$ cat src/rtl/manchester_tx.sv
// manchester_tx: framed Manchester serializer with preamble, one-word skid buffer and idle trailer
module manchester_tx #(
    parameter int DATA_W        = 8,
    parameter int HALF_BIT_CLKS = 4,
    parameter int PREAMBLE_LEN  = 8,
    parameter bit IDLE_LEVEL    = 1'b0,
    parameter bit POLARITY      = 1'b0
) (
    input  logic              aclk,
    input  logic              aresetn,
    input  logic [DATA_W-1:0] s_tdata,
    input  logic              s_tvalid,
    input  logic              s_tlast,
    output logic              s_tready,
    output logic              serial_out,
    output logic              busy,
    output logic              frame_done,
    output logic              underrun
);
    localparam int MAX_BITS = DATA_W > PREAMBLE_LEN ? DATA_W : PREAMBLE_LEN;
    localparam int BW       = $clog2(MAX_BITS);
    localparam int HW       = HALF_BIT_CLKS > 1 ? $clog2(HALF_BIT_CLKS) : 1;

    typedef enum logic [1:0] {IDLE, PREAMBLE, DATA, TRAIL} state_t;

    state_t            state, state_nx;
    logic [HW-1:0]     half_cnt, half_cnt_nx;
    logic [BW-1:0]     bit_cnt, bit_cnt_nx, seg_last;
    logic [DATA_W-1:0] shreg, shreg_nx, buf_q, buf_nx;
    logic              phase, phase_nx;
    logic              cur_last, cur_last_nx, buf_last, buf_last_nx, buf_full, buf_full_nx;
    logic              rdy_en, accept, half_end, bit_end, seg_end;
    logic              line_bit, line_nx, done_nx, under_nx;

    assign busy     = state != IDLE;
    assign s_tready = rdy_en && (state == IDLE ||
                      ((state == PREAMBLE || state == DATA) && !cur_last && !buf_full));
    assign accept   = s_tvalid && s_tready;
    assign half_end = half_cnt == HW'(HALF_BIT_CLKS - 1);
    assign bit_end  = phase && half_end;
    assign seg_last = state == PREAMBLE ? BW'(PREAMBLE_LEN - 1) :
                      state == DATA     ? BW'(DATA_W - 1) : BW'(1);
    assign seg_end  = bit_end && bit_cnt == seg_last;

    always_comb begin
        state_nx    = state;
        half_cnt_nx = half_cnt;
        phase_nx    = phase;
        bit_cnt_nx  = bit_cnt;
        shreg_nx    = shreg;
        cur_last_nx = cur_last;
        buf_nx      = buf_q;
        buf_last_nx = buf_last;
        buf_full_nx = buf_full;
        done_nx     = 1'b0;
        under_nx    = 1'b0;
        if (state != IDLE) begin
            half_cnt_nx = half_end ? '0 : half_cnt + 1'b1;
            phase_nx    = half_end ? !phase : phase;
            bit_cnt_nx  = seg_end ? '0 : bit_end ? bit_cnt + 1'b1 : bit_cnt;
        end
        if (accept && state != IDLE) begin
            buf_nx      = s_tdata;
            buf_last_nx = s_tlast;
            buf_full_nx = 1'b1;
        end
        if (state == IDLE && accept) begin
            state_nx    = PREAMBLE;
            shreg_nx    = s_tdata;
            cur_last_nx = s_tlast;
        end else if (state == PREAMBLE && seg_end) begin
            state_nx = DATA;
        end else if (state == DATA && bit_end) begin
            shreg_nx = shreg << 1;
            if (seg_end) begin
                if (cur_last) begin
                    state_nx = TRAIL;
                end else if (buf_full || accept) begin
                    // a word arriving on the boundary cycle bypasses the buffer
                    shreg_nx    = buf_full ? buf_q : s_tdata;
                    cur_last_nx = buf_full ? buf_last : s_tlast;
                    buf_full_nx = 1'b0;
                end else begin
                    under_nx = 1'b1;
                    state_nx = TRAIL;
                end
            end
        end else if (state == TRAIL && seg_end) begin
            state_nx = IDLE;
            done_nx  = 1'b1;
        end
        line_bit = state_nx == PREAMBLE ? !bit_cnt_nx[0] : shreg_nx[DATA_W-1];
        line_nx  = (state_nx == PREAMBLE || state_nx == DATA) ?
                   ((phase_nx ? line_bit : !line_bit) ^ POLARITY) : IDLE_LEVEL;
    end

    always_ff @(posedge aclk) begin
        if (!aresetn) begin
            state      <= IDLE;
            half_cnt   <= '0;
            phase      <= 1'b0;
            bit_cnt    <= '0;
            shreg      <= '0;
            cur_last   <= 1'b0;
            buf_q      <= '0;
            buf_last   <= 1'b0;
            buf_full   <= 1'b0;
            serial_out <= IDLE_LEVEL;
            frame_done <= 1'b0;
            underrun   <= 1'b0;
            rdy_en     <= 1'b0;
        end else begin
            state      <= state_nx;
            half_cnt   <= half_cnt_nx;
            phase      <= phase_nx;
            bit_cnt    <= bit_cnt_nx;
            shreg      <= shreg_nx;
            cur_last   <= cur_last_nx;
            buf_q      <= buf_nx;
            buf_last   <= buf_last_nx;
            buf_full   <= buf_full_nx;
            serial_out <= line_nx;
            frame_done <= done_nx;
            underrun   <= under_nx;
            rdy_en     <= 1'b1;
        end
    end
endmodule
$ cat config.mk
export PLATFORM = sky130hd
export DESIGN_NAME = manchester_tx
export DESIGN_NICKNAME = d
export VERILOG_FILES = /design/src/rtl/manchester_tx.sv
export SDC_FILE = /design/constraint.sdc
export NUM_CORES = 1
export LEC_CHECK = 0
export ABC_AREA = 1
export ABC_CLOCK_PERIOD_IN_PS = 2770
export CORE_MARGIN = 2
export CORE_UTILIZATION = 45
export CTS_BUF_LIST = sky130_fd_sc_hd__clkbuf_16
export DETAILED_ROUTE_END_ITERATION = 6
export PLACE_DENSITY = 0.66
export SYNTH_ARGS = -nofsm -noshare
export SYNTH_HDL_FRONTEND = slang
export SYNTH_SLANG_ARGS = --single-unit
$ cat constraint.sdc
create_clock -name aclk -period 2.77 [get_ports aclk]
set_input_delay 0.554 -clock aclk [delete_from_list [all_inputs] [get_ports aclk]]
set_output_delay 0.554 -clock aclk [all_outputs]
set_load 0.05 [all_outputs]
==> Word-level counts from Yosys, hierarchy flattened <==
Index checks and enable logic that the tools add are counted.
{ "word_totals": {"register_bits": 31, "latchBits": 0, "mem_bits_rw": 0, "romBits": 0, "inputBits": 12, "out_inout_bits": 5, "wordCells": 100, "mem_count": 0} }
{ "op_classes": {"addsub": 2, "multipliers": 0, "div_mod_pow": 0, "n_lt_le_gt_ge": 0, "eq_ne": 8, "shifts": 0, "muxes": 41, "n_bitwise": 3, "n_reduce_logical": 31} }
{ "ops": {"columns": ["op", "n"], "rows": [
  ["2-to-1 mux 8 bit", 7],
  ["2-to-1 mux 1 bit", 22],
  ["2-to-1 mux 2 bit", 8],
  ["2-to-1 mux 3 bit", 4],
  ["logical AND 1 bit", 11],
  ["== test 2 bit (second input constant)", 4],
  ["nonzero test 2 bit", 4],
  ["AND reduction 2 bit", 3],
  ["OR reduction 6 bit", 1],
  ["zero test 1 bit", 5],
  ["== test 2 x 1 -> 1 bit (second input constant)", 2],
  ["logical OR 1 bit", 4],
  ["OR reduction 4 bit", 1],
  ["adder 3 x 1 -> 3 bit (second input constant)", 1],
  ["== test 3 bit", 1],
  ["NOT 1 bit", 3],
  ["AND reduction 3 bit", 1],
  ["adder 2 x 1 -> 2 bit (second input constant)", 1],
  ["zero test 2 bit", 1],
  ["inequality test 2 bit (second input constant)", 1]
]} }

==> Longest topological paths before layout <==
{ "logic_depth": {"word_depth": 18, "mapped_depth": 18, "depth_no_buf": 18} }

==> Least setup slack after synthesis <==
Ideal clock, no wire load.
{ "synth_path": {"kind": "register -> register", "from": "reg state[0]", "to": "reg buf_q[1]", "setup_ps": 119, "t_arrival_ps": 2032, "slack_ps": 618, "path_stages_with_launch": 9, "n_path_buf": 1, "synth_period_minus_slack_ps": 2152, "path_cell_list": "dfxtp_1 inv_1 ha_1 inv_2 a21boi_2 nand3_1 buf_2 o21ai_0 a21oi_1"} }
{ "synth_rtl": {"columns": ["item", "line", "text"], "rows": [
  ["start, declared", "26", "state_t state, state_nx;"],
  ["start signal, assigned", "113", "state <= state_nx;"],
  ["nonzero test 2 bit", null, null],
  ["named net busy", "16", "output logic busy,"],
  ["logical AND 1 bit", "62", "if (accept && state != IDLE) begin"],
  ["end signal, assigned", "119", "buf_q <= buf_nx;"],
  ["end, declared", "29", "logic [DATA_W-1:0] shreg, shreg_nx, buf_q, buf_nx;"]
]} }
The timed path passes the listed nets, and every way through them passes these cells.
A chain may end at the register's enable or synchronous reset.

==> Final worst setup path <==
{ "layout_path": {"from": "reg state[1]", "to": "out s_tready"} }
{ "layout_between": {"elab_chain_len": 6} }
{ "layout_rtl": {"columns": ["item", "line", "text"], "rows": [
  ["== test 2 x 1 -> 1 bit / == test 2 bit (equally long branches)", "37", "((state == PREAMBLE || state == DATA) && !cur_last && !buf_full));"],
  ["logical OR 1 bit", "37", null],
  ["logical AND 1 bit (2 in series)", "37", null],
  ["logical OR 1 bit (*)", "36", "assign s_tready = rdy_en && (state == IDLE ||"],
  ["logical AND 1 bit (*)", "36", null],
  ["end, declared", "14", "output logic s_tready,"]
]} }
Every way passes the cells marked *; elsewhere a longest branch is shown, timed or not.

==> impl_metrics.py <==
metrics = {
    "outcome": {
        "status": "finished clean",
    },
    "cells_and_area": {
        "syn_to_final_growth_pct": 20.40,
        "stdcell_count": 281,
        "fillers": 318,
        "diodes": 0,
        "mostFrequentLayoutCells": "nand2_1 (45), dfxtp_1 (31), inv_1 (25)",
        "final_common_cell": "nand2_1",
        "layout.nets": 255,
        "final_layout_size_suffix_gt1_frac": 0.1362,
    },
    "drt": {
        "viasPerCell": 5.075,
        "drc_errors": 0,
        "postRouteAntennaNets": 0,
        "drt_iter0_drc": 94,
        "vias": 1426,
        "wl_per_cell_um": 11.72,
        "dr.pass1.iters": 4,
        "wl_um": 3293,
    },
    "power_and_ir_drop": {
        "powerDensity_mw_per_mm2": 560.5,
        "ir_worst_vdd_uv": 287.9,
        "leakagePower_nw": 0.8156,
    },
    "critical_path": {
        "path_class": "flip-flop to primary output",
        "required_ns": 2.22,
        "r2r_cells": 15,
        "critPathMaxFanout": 4,
        "worstPathArrival_ns": 2.10,
        "crit_path_start_kind": "flip-flop",
        "end_kind": "primary output",
    },
    "clocking": {
        "cts_max_level": 2,
        "cts_num_sinks": 31,
        "clkTransAtPathRegs_ns": 0.05,
        "postCtsResizedCells": 0,
        "clockBufferDepth": 2,
        "postCtsSetupBuffers": 0,
        "cts_buffers": 5,
        "hold_buffers": 0,
        "cts_tree": "yes",
        "clockRootBuffer": "clkbuf_16",
        "worstSkewPairLatency_ns": 0.27,
    },
    "yosys": {
        "synth_warnings": 0,
        "ys_seq_area_frac": 0.3789,
        "ys_ff_latch": 31,
        "syn-cell-area_mm2": 0.001638,
        "syn_inst": 215,
        "synth.distinct_cells": 34,
        "synth_nets": 236,
        "synth_area_per_cell_um2": 7.618,
    },
    "global_route": {
        "grt_pass1_vias": 1276,
        "grt_pass1_wl_um": 5809,
        "grt_max_degree": 16,
        "grtUsageTotal": 0.1796,
        "antenna_found_initial": 0,
        "grt-ovfl-total": 0,
    },
    "timing": {
        "min_period_ns": 2.659,
        "slew_violations": 0,
        "setup-tns-final_ns": 0,
        "slew_headroom": 0.5940,
        "finalCritPeriodShare": 0.9598,
        "fmax_ghz": 0.3761,
        "skew_ns": 0.004000,
        "finalSetupViolCount": 0,
        "rsz0062_at_grt": "no",
        "hold_viol": 0,
        "tightest_slew_ns": 0.6073,
    },
    "floorplanning": {
        "die_h_um": 64.33,
        "die_area_mm2": 0.004138,
        "initial_core_util": 0.4795,
        "fp-row-count": 21,
        "io-pin-count": 17,
        "coreArea_mm2": 0.003416,
        "die_w_um": 64.33,
    },
    "placement": {
        "dp_hpwl_um": 2399,
        "gp_congestion": 0.8377,
        "portBuffers": 16,
        "placed_cells": 273,
    },
    "worst_hold_path": {
        "holdPathStages": 2,
        "holdCritPathClass": "flip-flop to flip-flop",
    },
    "run": {
        "maxCapViolCount": 0,
    },
}
## kinds of logic (layout without fill, tap and decap cells)
family / count (synthesis) / after routing / synth area share
AOI/OAI and AO/OA: 53 / 53 / 0.2032
xor gates and xnor gates: 1 / 1 / 0.005349
adders and majority gates: 9 / 9 / 0.06876
buffers and inverters: 35 / 55 / 0.08861
DFF: 31 / 31 / 0.3789
and+or+nand+nor: 86 / 86 / 0.2552
## final cells by class
cell class                      count  area [µm²]  area share
Clock inverter                      3       12.51    0.006345
Timing Repair Buffer               18       175.2     0.08883
Sequential cell                    31       620.6      0.3147
Clock buffer                        5       125.1     0.06345
Inverter                           29       108.9     0.05520
Tap cell                           46       57.56     0.02919
Multi-Input combinational cell    149       872.1      0.4423
## synth_stat cells, drive strengths merged
cell	count	area, µm²
clkinv	1	3.750
inv	28	105.1
nand2	51	216.5
nor4	1	6.260
o211ai	11	92.58
o21ai	14	70.06
a31oi	7	43.79
a21boi	1	11.26
ha	9	112.6
or2	1	6.260
xor2	1	8.760
nand3	12	75.07
a2111oi	1	8.760
nand4	1	6.260
nor2	16	87.58
a21oi	17	88.84
dfxtp	31	620.6
o2111ai	1	8.760
nor3	4	20.02
buf	5	32.53
a221oi	1	8.760
clkbuf	1	3.750
## per-layer routing
| layer | up-vias | track usage | wire length (µm) | share of wire |
|---|---|---|---|---|
| li1 | 757 | - | - | - |
| met1 | 648 | 0.2538 | 1799 | 0.55 |
| met2 | 17 | 0.2682 | 1370 | 0.42 |
| met3 | 4 | 0.03873 | 86 | 0.026 |
| met4 | 0 | 0.06383 | 38 | 0.012 |
| met5 | - | 0 | 0 | 0 |
## worst paths after layout
path	startpoint	to	slack (ns)
min	buf_q[2]$_SDFFE_PN0P_	buf_q[2]$_SDFFE_PN0P_	0.45
max reg2reg	state[0]$_SDFF_PN0_	serial_out$_SDFF_PN0_	0.49
min reg2reg	buf_q[2]$_SDFFE_PN0P_	buf_q[2]$_SDFFE_PN0P_	0.45
max	state[1]$_SDFF_PN0_	s_tready	0.11
## per-stage QoR
| step | util | setup WS (ns) | instance area [µm²] | hold slack [ns] | power (mW) |
|---|---|---|---|---|---|
| 2_1_floorplan | - | 0.6183 | 1638 | 0.4293 | 0.5716 |
| 3_3_place_gp | 0.5370 | 0.4317 | 1834 | 0.4430 | 0.6157 |
| 5_1_grt | 0.5773 | 0.001719 | 1972 | 0.4788 | 1.158 |
| 3_5_place_dp | 0.5370 | 0.3919 | 1834 | 0.4488 | 0.6164 |
| 4_1_cts | 0.5773 | 0.1045 | 1972 | 0.4562 | 1.115 |
| 6_report | 0.5773 | 0.1113 | 1972 | 0.4546 | 1.105 |
## power by group
group	leakage [nW]	internal (mW)	switching, mW
clock	0.0762	0.323	0.174
combinational	0.487	0.0526	0.0808
sequential	0.252	0.465	0.00994
## critical path: stages, from the launching register on
cell,delay (ns)
dfxtp_1,0.37
inv_1,0.08
ha_1,0.35
nand2_2,0.09
a21boi_2,0.14
clkdlybuf4s50_1,0.82
## registers in the layout (all words and copies together) (netlist names)
register / flops
underrun: 1
rdy_en: 1
phase: 1
half_cnt: 2
cur_last: 1
shreg: 8
bit_cnt: 3
buf_last: 1
buf_full: 1
state: 2
frame_done: 1
buf_q: 8
serial_out: 1
Note: power is estimated with default switching activity, not from simulation.
